**config.mk**
```make
export PLATFORM = sky130hd
export DESIGN_NAME = net_perf_monitor
export DESIGN_NICKNAME = d
export VERILOG_FILES = /design/src/rtl/net_perf_pkg.sv /design/src/rtl/perf_sat_acc.sv /design/src/rtl/net_perf_monitor.sv
export SDC_FILE = /design/constraint.sdc
export NUM_CORES = 1
export LEC_CHECK = 0
export CAP_MARGIN = 0
export CELL_PAD_IN_SITES_DETAIL_PLACEMENT = 1
export CELL_PAD_IN_SITES_GLOBAL_PLACEMENT = 1
export CORE_MARGIN = 1
export CORE_UTILIZATION = 28
export CTS_BUF_LIST = sky130_fd_sc_hd__clkbuf_8
export DETAILED_ROUTE_END_ITERATION = 12
export PLACE_DENSITY = 0.74
export SETUP_SLACK_MARGIN = 0.15
export SLEW_MARGIN = 10
export SYNTH_ARGS = -nofsm -noshare
export SYNTH_HDL_FRONTEND = slang
export SYNTH_SLANG_ARGS = --single-unit
```
**constraint.sdc**
```tcl
create_clock -name aclk -period 13.9 [get_ports aclk]
set_input_delay 2.085 -clock aclk [delete_from_list [all_inputs] [get_ports aclk]]
set_output_delay 2.085 -clock aclk [all_outputs]
set_load 0.02 [all_outputs]
```
**src/rtl/net_perf_pkg.sv**
```systemverilog
// Shared definitions for the network-stack performance monitor.
//   perf_state_t : monitor FSM encoding (IDLE, ARMED, RUN)
//   DEF_*_W      : default counter widths used by net_perf_monitor
//   SNAP_SEQ_W   : width of the completed-window sequence number
package net_perf_pkg;

  typedef enum logic [1:0] {
    IDLE  = 2'd0,
    ARMED = 2'd1,
    RUN   = 2'd2
  } perf_state_t;

  localparam int DEF_EVT_W  = 32;
  localparam int DEF_BYTE_W = 64;
  localparam int DEF_CYC_W  = 32;
  localparam int SNAP_SEQ_W = 16;

endpackage

```
**src/rtl/perf_sat_acc.sv**
```systemverilog
// Saturating accumulator: q clamps at all-ones instead of wrapping, and sat
// records that a clamp happened since the last clear.
// Ports:
//   aclk, areset     clock, asynchronous active-high reset
//   clr              synchronous clear (wins over en)
//   en, inc          add inc to q this cycle when en is high
//   q, sat           registered accumulator value and saturation flag
//   q_next, sat_next value/flag including this cycle's contribution (before
//                    clr), so a snapshot taken at the same edge is complete
module perf_sat_acc #(
  parameter int W = 32
) (
  input  logic         aclk,
  input  logic         areset,
  input  logic         clr,
  input  logic         en,
  input  logic [W-1:0] inc,
  output logic [W-1:0] q,
  output logic         sat,
  output logic [W-1:0] q_next,
  output logic         sat_next
);

  // One extra bit catches the carry that marks an overflow.
  logic [W:0] sum;
  assign sum = {1'b0, q} + {1'b0, inc};

  always_comb begin
    q_next   = q;
    sat_next = sat;
    if (en) begin
      if (sum[W]) begin
        q_next   = '1;
        sat_next = 1'b1;
      end else begin
        q_next = sum[W-1:0];
      end
    end
  end

  always_ff @(posedge aclk or posedge areset) begin
    if (areset) begin
      q   <= '0;
      sat <= 1'b0;
    end else if (clr) begin
      q   <= '0;
      sat <= 1'b0;
    end else begin
      q   <= q_next;
      sat <= sat_next;
    end
  end

endmodule

```
**src/rtl/net_perf_monitor.sv**
```systemverilog
// Passive performance monitor for valid/ready handshakes on NUM_CH channels.
// A fire on trig_sel (while armed) opens a window of window_cycles cycles
// (0 treated as 1) that includes the trigger cycle. Qualified fires (ev_ok)
// are counted and their ev_len summed; at window end a snapshot is published
// with a one-cycle snap_valid pulse. mode=1 chains windows back to back.
// Build option: define PERF_BYTE_CNT_EN to build the byte counters; without
// it ev_len is ignored and snap_bytes reads 0.
// Ports:
//   aclk, areset                clock, asynchronous active-high reset
//   arm, mode                   level enable (drop aborts), 0 one-shot/1 continuous
//   window_cycles, trig_sel     window length, trigger channel
//   ev_valid/ev_ready/ev_ok     tapped handshake and qualifier per channel
//   ev_len                      per-channel byte length, channel 0 at LSBs
//   running                     registered, high while in RUN
//   snap_valid, snap_seq        new-snapshot pulse, completed-window count
//   snap_events/bytes/sat       per-channel results of the last window
module net_perf_monitor
  import net_perf_pkg::*;
#(
  parameter int NUM_CH = 4,
  parameter int LEN_W  = 16,
  parameter int EVT_W  = DEF_EVT_W,
  parameter int BYTE_W = DEF_BYTE_W,
  parameter int CYC_W  = DEF_CYC_W,
  localparam int TS_W  = (NUM_CH > 1) ? $clog2(NUM_CH) : 1
) (
  input  logic                      aclk,
  input  logic                      areset,
  input  logic                      arm,
  input  logic                      mode,
  input  logic [CYC_W-1:0]          window_cycles,
  input  logic [TS_W-1:0]           trig_sel,
  input  logic [NUM_CH-1:0]         ev_valid,
  input  logic [NUM_CH-1:0]         ev_ready,
  input  logic [NUM_CH-1:0]         ev_ok,
  input  logic [NUM_CH*LEN_W-1:0]   ev_len,
  output logic                      running,
  output logic                      snap_valid,
  output logic [SNAP_SEQ_W-1:0]     snap_seq,
  output logic [NUM_CH*EVT_W-1:0]   snap_events,
  output logic [NUM_CH*BYTE_W-1:0]  snap_bytes,
  output logic [NUM_CH-1:0]         snap_sat
);

  logic [NUM_CH-1:0] fire, cnt, fire_sh;
  logic              trig_hit, trig_now, win_act, last_cyc, win_end, acc_clr;
  logic [CYC_W-1:0]  len_lat, cur_cyc, cur_len;

  perf_state_t       state_reg, state_next;
  logic [CYC_W-1:0]  cyc_reg, len_reg;
  logic              running_reg, snap_valid_reg;
  logic [SNAP_SEQ_W-1:0]    snap_seq_reg;
  logic [NUM_CH*EVT_W-1:0]  snap_ev_reg;
  logic [NUM_CH*BYTE_W-1:0] snap_by_reg;
  logic [NUM_CH-1:0]        snap_sat_reg;

  logic [NUM_CH*EVT_W-1:0]  ev_nx, ev_live;
  logic [NUM_CH*BYTE_W-1:0] by_nx;
  logic [NUM_CH-1:0]        ev_sat_nx, by_sat_nx, ev_live_sat;

  assign fire     = ev_valid & ev_ready;
  assign cnt      = fire & ev_ok;
  // Shift instead of indexing so trig_sel never addresses past NUM_CH.
  assign fire_sh  = fire >> trig_sel;
  assign trig_hit = fire_sh[0];

  assign len_lat  = (window_cycles == '0) ? CYC_W'(1) : window_cycles;
  assign trig_now = (state_reg == ARMED) && trig_hit;
  // The trigger cycle is window cycle 0, so it is evaluated against the
  // freshly latched length rather than the stored one.
  assign win_act  = trig_now || (state_reg == RUN);
  assign cur_cyc  = (state_reg == RUN) ? cyc_reg : '0;
  assign cur_len  = (state_reg == RUN) ? len_reg : len_lat;
  assign last_cyc = win_act && (cur_cyc == cur_len - CYC_W'(1));
  assign win_end  = last_cyc && arm;          // abort beats window end
  assign acc_clr  = (state_reg == IDLE) || !arm || win_end;

  always_comb begin
    state_next = state_reg;
    case (state_reg)
      IDLE:    if (arm) state_next = ARMED;
      ARMED: begin
        if (!arm)          state_next = IDLE;
        else if (trig_now) state_next = (last_cyc && !mode) ? IDLE : RUN;
      end
      RUN: begin
        if (!arm)                   state_next = IDLE;
        else if (last_cyc && !mode) state_next = IDLE;
      end
      default: state_next = IDLE;
    endcase
  end

  always_ff @(posedge aclk or posedge areset) begin
    if (areset) begin
      state_reg      <= IDLE;
      cyc_reg        <= '0;
      len_reg        <= '0;
      running_reg    <= 1'b0;
      snap_valid_reg <= 1'b0;
      snap_seq_reg   <= '0;
      snap_ev_reg    <= '0;
      snap_by_reg    <= '0;
      snap_sat_reg   <= '0;
    end else begin
      state_reg      <= state_next;
      running_reg    <= (state_next == RUN);
      snap_valid_reg <= win_end;
      if (!arm || state_reg == IDLE) cyc_reg <= '0;
      else if (win_act)              cyc_reg <= last_cyc ? '0 : cur_cyc + CYC_W'(1);
      // Window length is re-latched at every window start.
      if (trig_now || win_end) len_reg <= len_lat;
      if (win_end) begin
        snap_seq_reg <= snap_seq_reg + SNAP_SEQ_W'(1);
        snap_ev_reg  <= ev_nx;
        snap_by_reg  <= by_nx;
        snap_sat_reg <= ev_sat_nx | by_sat_nx;
      end
    end
  end

  for (genvar gi = 0; gi < NUM_CH; gi++) begin : g_ch
    perf_sat_acc #(.W(EVT_W)) u_ev (
      .aclk     (aclk),
      .areset   (areset),
      .clr      (acc_clr),
      .en       (win_act & cnt[gi]),
      .inc      (EVT_W'(1)),
      .q        (ev_live[gi*EVT_W +: EVT_W]),
      .sat      (ev_live_sat[gi]),
      .q_next   (ev_nx[gi*EVT_W +: EVT_W]),
      .sat_next (ev_sat_nx[gi])
    );
`ifdef PERF_BYTE_CNT_EN
    logic [BYTE_W-1:0] by_live;
    logic              by_live_sat;
    logic              unused_by_live;
    assign unused_by_live = ^{by_live, by_live_sat};
    perf_sat_acc #(.W(BYTE_W)) u_by (
      .aclk     (aclk),
      .areset   (areset),
      .clr      (acc_clr),
      .en       (win_act & cnt[gi]),
      .inc      (BYTE_W'(ev_len[gi*LEN_W +: LEN_W])),
      .q        (by_live),
      .sat      (by_live_sat),
      .q_next   (by_nx[gi*BYTE_W +: BYTE_W]),
      .sat_next (by_sat_nx[gi])
    );
`endif
  end

`ifndef PERF_BYTE_CNT_EN
  logic unused_len;
  assign unused_len = ^ev_len;
  assign by_nx      = '0;
  assign by_sat_nx  = '0;
`endif

  // Live counters are only observed through q_next at the window end.
  logic unused_live;
  assign unused_live = ^{ev_live, ev_live_sat};

  assign running     = running_reg;
  assign snap_valid  = snap_valid_reg;
  assign snap_seq    = snap_seq_reg;
  assign snap_events = snap_ev_reg;
  assign snap_bytes  = snap_by_reg;
  assign snap_sat    = snap_sat_reg;

endmodule

```
# Yosys cells after proc, flatten, opt, wreduce, memory -nomap -nowiden
# Index checks and enable logic that the tools add are counted.
[totals] ff_bits=348 inputBits=114 out_inout_bits=406 wordCells=84
[classes] n_addsub=7 eq_ne=4 shift=1 mux=37 n_bitwise=6 reduce_logical=13
[op_table] operator="32-bit two-way mux" count=18
[op_table] operator="32-bit by 1-bit adder with 33-bit output, second input constant" count=4
[op_table] operator="32-bit by 1-bit adder with 32-bit output, second input constant" count=1
[op_table] operator="32-bit equality test" count=1
[op_table] operator="32-bit logical NOT" count=1
[op_table] operator="32-bit by 1-bit subtractor with 32-bit output, second input constant" count=1
[op_table] operator="16-bit by 1-bit adder with 16-bit output, second input constant" count=1
[op_table] operator="1-bit two-way mux" count=12
[op_table] operator="2-bit two-way mux" count=6
[op_table] operator="4-bit bitwise AND" count=2
[op_table] operator="2-bit one-hot mux with 3 select lines" count=1
[op_table] operator="1-bit bitwise AND" count=4
[op_table] operator="2-bit equality test, second input constant" count=2
[op_table] operator="1-bit logical AND" count=4
[op_table] operator="1-bit logical OR" count=4
[op_table] operator="4-bit by 2-bit >> shifter with 1-bit output" count=1
[op_table] operator="2-bit by 1-bit equality test with 1-bit output, second input constant" count=1
[op_table] operator="1-bit logical NOT" count=2
[op_table] operator="2-bit logical NOT" count=1
[op_table] operator="2-bit nonzero test" count=1

# Depth between registers and ports, before layout
[depth] depth_word=12 depth_mapped=23

# By module
# A second synthesis with hierarchy kept.
[unflattened] hier_cells=2871 hier_area_um2=26908.3
[modules_own_cells] mod="net_perf_monitor" instances=1 cells_per_inst=1262 area_per_inst_um2=13211.4
[modules_own_cells] mod="perf_sat_acc at g_ch[2].u_ev ..." instances=2 cells_per_inst=386 area_per_inst_um2=3334.4
[modules_own_cells] mod="perf_sat_acc at g_ch[0].u_ev" instances=1 cells_per_inst=430 area_per_inst_um2=3614.7
[modules_own_cells] mod="perf_sat_acc at g_ch[1].u_ev" instances=1 cells_per_inst=407 area_per_inst_um2=3413.3

# Worst setup path before layout
# OpenSTA, ideal clock, no wires.
[synth_path] kind="input to register" from="input port window_cycles[23]" to="register len_reg[20]" setup_time_ps=128 arrival_time_ps=5663 t_required_ps=13772 slack_ps=8109 cell_stages=18 path_cell_list="nor4_1 nand4_1 nor2_1 a21o_1 mux2i_1 ha_1 buf_2 nor3b_2 or4b_4 nand3_1 mux2_2 a221oi_1 nand4_1 nor4_4 and4_4 a21oi_4 buf_6 mux2_1"
[synth_between] elab_chain_cells=8
[synth_rtl] element="from (decl)" line="net_perf_monitor.sv:31" text="input logic [CYC_W-1:0] window_cycles,"
[synth_rtl] element="32-bit logical NOT" line="net_perf_monitor.sv:67" text="assign len_lat = (window_cycles == '0) ? CYC_W'(1) : window_cycles;"
[synth_rtl] element="32-bit two-way mux *" line="net_perf_monitor.sv:67"
[synth_rtl] element="32-bit two-way mux" line="net_perf_monitor.sv:73" text="assign cur_len = (state_reg == RUN) ? len_reg : len_lat;"
[synth_rtl] element="32-bit by 1-bit subtractor with 32-bit output" line="net_perf_monitor.sv:74" text="assign last_cyc = win_act && (cur_cyc == cur_len - CYC_W'(1));"
[synth_rtl] element="32-bit equality test" line="net_perf_monitor.sv:74"
[synth_rtl] element="1-bit logical AND" line="net_perf_monitor.sv:74"
[synth_rtl] element="1-bit logical AND" line="net_perf_monitor.sv:75" text="assign win_end = last_cyc && arm;"
[synth_rtl] element="1-bit logical OR" line="net_perf_monitor.sv:112" text="if (trig_now || win_end) len_reg <= len_lat;"
[synth_rtl] element="to (signal assigned)" line="net_perf_monitor.sv:112"
[synth_rtl] element="to (decl)" line="net_perf_monitor.sv:50" text="logic [CYC_W-1:0] cyc_reg, len_reg;"
# Mark *: on every way between the ends. The rest lies on a longest branch, timed or not.
# A chain may end at the register's enable or synchronous reset.

# Worst setup path after layout
[layout_path] from="input port window_cycles[14]" to="register snap_seq_reg[4] (netlist: snap_seq[4])"
[layout_between] elab_chain_cells=7
[layout_rtl] element="32-bit logical NOT" line="net_perf_monitor.sv:67"
[layout_rtl] element="32-bit two-way mux *" line="net_perf_monitor.sv:67"
[layout_rtl] element="32-bit two-way mux *" line="net_perf_monitor.sv:73"
[layout_rtl] element="32-bit by 1-bit subtractor with 32-bit output *" line="net_perf_monitor.sv:74"
[layout_rtl] element="32-bit equality test *" line="net_perf_monitor.sv:74"
[layout_rtl] element="1-bit logical AND *" line="net_perf_monitor.sv:74"
[layout_rtl] element="1-bit logical AND *" line="net_perf_monitor.sv:75"
[layout_rtl] element="to (signal assigned)" line="net_perf_monitor.sv:114" text="snap_seq_reg <= snap_seq_reg + SNAP_SEQ_W'(1);"
[layout_rtl] element="to (decl)" line="net_perf_monitor.sv:52" text="logic [SNAP_SEQ_W-1:0] snap_seq_reg;"
# Marked as above.

==> out/qor.json <==
{
  "synth_area_leader_cell": {"value": "sky130_fd_sc_hd__dfrtp_1"},
  "cp_data_required_time": {"value": 14.43, "unit": "ns"},
  "totalPowerFinal": {"value": 2.42, "unit": "mW"},
  "via_per_inst": {"value": 4.76},
  "final-hold-violation-count": {"value": 0},
  "tritoncts_clock_tree": {"value": "built"},
  "yosys.area.top_type_share": {"value": 43.6, "unit": "%"},
  "synth.distinct_cells": {"value": 82},
  "period_needed": {"value": 8.37, "unit": "ns"},
  "cp_data_arrival_time": {"value": 8.91, "unit": "ns"},
  "postRouteWirelength": {"value": 57200, "unit": "um"},
  "drt-initial-drc-count": {"value": 689},
  "gp_routability_congestion": {"value": 0.872},
  "std_cell_rows": {"value": 97},
  "drv_slew": {"value": 0},
  "power.share.clock": {"value": 44.5, "unit": "%"},
  "critical_path.n_buffers_inverters": {"value": 3},
  "combinationalPowerShare": {"value": 10.6, "unit": "%"},
  "post_synth_edffs": {"value": 0},
  "cts_repair_resize_count": {"value": 0},
  "outcome": {"value": "completed"},
  "grt_remaining_overflow": {"value": 0},
  "powerDensity": {"value": 104, "unit": "nW/um^2"},
  "ant_nets": {"value": 0},
  "route.detailed.wl_per_inst": {"value": 17.5, "unit": "um"},
  "finClkSkew": {"value": 0.0341, "unit": "ns"},
  "synth-async-reset-ratio": {"value": 100, "unit": "%"},
  "cellInternalPower": {"value": 1.73, "unit": "mW"},
  "critical-path-slowest-cell": {"value": "sky130_fd_sc_hd__nor4bb_4"},
  "swShare": {"value": 28.6, "unit": "%"},
  "drc_errors": {"value": 0},
  "post_synth_main_area_contributors": {"value": "sky130_fd_sc_hd__dfrtp_1 44%, sky130_fd_sc_hd__buf_4 10%, sky130_fd_sc_hd__xor2_1 4.1%"},
  "drv.max_cap_violation_count": {"value": 0},
  "timing.final.crit_share": {"value": 60.3, "unit": "%"},
  "peakVddDrop": {"value": 0.0642, "unit": "mV"},
  "grt_first_pass_wirelength": {"value": 89900, "unit": "um"},
  "synthFlopType": {"value": "sky130_fd_sc_hd__dfrtp_1"},
  "worst_path_largest_cell_delay": {"value": 0.82, "unit": "ns"},
  "clkTransAtPathRegs": {"value": 0.06, "unit": "ns"},
  "worstSetupPathType": {"value": "in -> reg"},
  "syn_inst": {"value": 2091},
  "die_area": {"value": 72400, "unit": "um^2"},
  "flow.area_growth_from_synthesis": {"value": 16.8, "unit": "%"},
  "clk_root_buf": {"value": "sky130_fd_sc_hd__clkbuf_8"},
  "cts_hold_buf": {"value": 0},
  "critical_path.top_delay_family": {"value": "simple AND/OR/NAND/NOR gates"},
  "synth_seq_area_share": {"value": 43.6, "unit": "%"},
  "setup.worst_path.start_class": {"value": "primary input"},
  "finalSetupTns": {"value": 0, "unit": "ns"},
  "max_clock_freq": {"value": 119, "unit": "MHz"},
  "clk_path_buf_depth": {"value": 3},
  "cts.sinks": {"value": 348},
  "number_of_failing_setup_endpoints_in_the_final_timing_report": {"value": 0},
  "critical-path-top-cell-by-count": {"value": "sky130_fd_sc_hd__nand4_1"},
  "netSwitchingPower": {"value": 0.692, "unit": "mW"},
  "start_util": {"value": 28.4, "unit": "%"},
  "setup_slack": {"value": 5.53, "unit": "ns"},
  "floorplan.die.height": {"value": 269, "unit": "um"},
  "yosys_warning_count": {"value": 0},
  "worst_skew_pair.late_latency": {"value": 0.65, "unit": "ns"},
  "cts.repair_timing.setup_buffer_count": {"value": 0},
  "via_count": {"value": 15600},
  "grt_antenna_before_repair": {"value": 2},
  "timing.critical_path.cells": {"value": "clkdlybuf4s50_1 -> nor4_1 -> nand4_1 -> nor2_1 -> a21o_1 -> mux2i_1 -> ha_1 -> nor3b_2 -> or4b_4 -> a22oi_4 -> nand4_1 -> nor4_1 -> a31oi_1 -> or3_1 -> nor4bb_4 -> buf_4 -> buf_4 -> nand4_1 -> xnor2_1"},
  "fp.coreArea": {"value": 70300, "unit": "um^2"},
  "grt_max_degree": {"value": 136},
  "firstDrtPassIters": {"value": 4},
  "postSynthRegisterBits": {"value": 348},
  "chipWidth": {"value": 269, "unit": "um"},
  "fraction_of_layout_instances_using_a_drive_strength_above_1": {"value": 8.45, "unit": "%"},
  "detailed_place_hpwl": {"value": 40500, "unit": "um"},
  "relSlewSlack": {"value": 24.5, "unit": "%"},
  "global_route.usage.total": {"value": 15.6, "unit": "%"},
  "timing.critical_path.to_type": {"value": "flip-flop"},
  "nets": {"value": 2400},
  "worst-path-max-fanout": {"value": 86},
  "min-delay-path-class": {"value": "reg -> reg"},
  "port-buffer-count": {"value": 199},
  "cts_max_level": {"value": 3},
  "syn_area": {"value": 20000, "unit": "um^2"},
  "syn-mean-instance-area": {"value": 9.55, "unit": "um^2"},
  "pre_cts_slack": {"value": 4.82, "unit": "ns"},
  "cts_made_buffers": {"value": 68},
  "design.portCount": {"value": 520},
  "power_leakage": {"value": 9.92, "unit": "nW"},
  "rsz0062_at_grt": {"value": "no"},
  "seq_power_share": {"value": 44.8, "unit": "%"},
  "first_global_vias": {"value": 16400},
  "tightest_slew": {"value": 1.13, "unit": "ns"}
}
-- cell families after synthesis --
logic type               after synthesis  share of synthesized area (%)
multiplexers                          89                           5.35
AND/OR/NAND/NOR                      739                           18.7
other                                  1                         0.0188
XOR/XNOR                             163                           7.15
buffers and inverters                380                           12.6
adder cells (fa/ha/maj)                7                          0.439
AO/OA/AOI/OAI                        364                           12.1
flip-flops                           348                           43.6
-- stage by stage --
stage               area, um^2  utilization, %  hold WS, ns  std cells
floorplan                20900               -        0.449       2346
global placement         21900            31.2        0.457       3149
detailed placement       21900            31.2        0.471       3149
CTS                      23300            33.2        0.484       3272
global route             23300            33.2        0.488       3273
finish                   23300            33.2        0.478       3274
-- worst paths after layout --
| path | from | to | slack, ns | depth (start not counted) |
|---|---|---|---|---|
| setup / recovery | window_cycles[14] | snap_seq[4] | 5.53 | 19 |
| hold / removal | snap_events[32] | snap_events[32] | 0.48 | 2 |
| setup reg to reg | state_reg[0] | snap_seq[4] | 6.58 | 16 |
| hold reg to reg | snap_events[32] | snap_events[32] | 0.48 | 2 |
| max in group asynchronous | areset | snap_events[88] | 9.39 | 4 |
| min in group asynchronous | areset | snap_seq[5] | 2.08 | 2 |
-- metal layers --
metal	wire [um]	track usage [%]	share of wire, %	up-vias
li1	-	-	-	7247
met1	24500	19.3	43	7887
met2	28700	26.7	50	366
met3	2620	2.72	4.6	92
met4	1450	6.13	2.5	0
met5	0	0	0	-
-- cell type report --
cell class | count | area [um^2]
diodes | 2 | 5.00
clock buffers | 85 | 1170
clock inverters | 38 | 249
fillers | 8120 | 47000
inverters | 23 | 93.8
multi-input cells | 1618 | 9760
flip-flops and latches | 348 | 8710
well taps | 940 | 1180
repair buffers | 220 | 2150
-- worst reg2reg max path, delay by kind of cell (launching register included) --
kind | cells | cell delay (ns)
simple gates | 8 | 3.07
xor+xnor | 1 | 0.22
mux | 1 | 0.35
flops | 1 | 0.72
buf+inv | 3 | 1.97
fa+ha+maj | 1 | 0.35
compound gates | 2 | 0.52
-- Yosys cell counts, types with 39 or more instances --
| cell type | instances |
|---|---|
| sky130_fd_sc_hd__nor2_1 | 147 |
| sky130_fd_sc_hd__buf_2 | 39 |
| sky130_fd_sc_hd__nand2_1 | 162 |
| sky130_fd_sc_hd__buf_4 | 269 |
| sky130_fd_sc_hd__nor3_1 | 39 |
| sky130_fd_sc_hd__o21a_1 | 97 |
| sky130_fd_sc_hd__xnor2_1 | 69 |
| sky130_fd_sc_hd__o21ai_0 | 42 |
| sky130_fd_sc_hd__xor2_1 | 94 |
| sky130_fd_sc_hd__a21oi_1 | 122 |
| sky130_fd_sc_hd__nand4_1 | 65 |
| sky130_fd_sc_hd__clkbuf_1 | 41 |
| sky130_fd_sc_hd__dfrtp_1 | 348 |
| sky130_fd_sc_hd__nand3_1 | 163 |
-- power by group through the flow --
stage	combinational, mW	clock (mW)	sequential (mW)
floorplan	0.258	0	1.09
global placement	0.249	0	1.10
CTS	0.258	1.12	1.09
detailed placement	0.257	0	1.10
finish	0.258	1.08	1.09
global route	0.284	1.16	1.09
-- cells in the final DEF, fill, tap and decap left out, types with 7 or more instances in the layout --
master                            instances
sky130_fd_sc_hd__dfrtp_1                348
sky130_fd_sc_hd__conb_1                 256
sky130_fd_sc_hd__clkdlybuf4s50_1        199
sky130_fd_sc_hd__nand3_1                163
sky130_fd_sc_hd__nand2_1                162
sky130_fd_sc_hd__nor2_1                 146
sky130_fd_sc_hd__a21oi_1                121
sky130_fd_sc_hd__o21a_1                  97
sky130_fd_sc_hd__xor2_1                  94
sky130_fd_sc_hd__clkbuf_8                85
sky130_fd_sc_hd__xnor2_1                 69
sky130_fd_sc_hd__nand4_1                 65
sky130_fd_sc_hd__o21ai_0                 42
sky130_fd_sc_hd__inv_1                   39
sky130_fd_sc_hd__nor3_1                  39
sky130_fd_sc_hd__mux2i_1                 34
sky130_fd_sc_hd__and3_1                  32
sky130_fd_sc_hd__and2_1                  26
sky130_fd_sc_hd__nor4_1                  26
sky130_fd_sc_hd__mux2_4                  26
sky130_fd_sc_hd__buf_4                   21
sky130_fd_sc_hd__o31ai_1                 17
sky130_fd_sc_hd__mux2_2                  15
sky130_fd_sc_hd__mux2_1                  13
sky130_fd_sc_hd__or3_1                   12
sky130_fd_sc_hd__clkinv_2                12
sky130_fd_sc_hd__a31oi_1                 11
sky130_fd_sc_hd__o311ai_0                11
sky130_fd_sc_hd__nand2b_1                 9
sky130_fd_sc_hd__or4b_1                   7
sky130_fd_sc_hd__a32o_1                   7
sky130_fd_sc_hd__ha_1                     7
No activity file was read; power rests on OpenSTA's default activity.
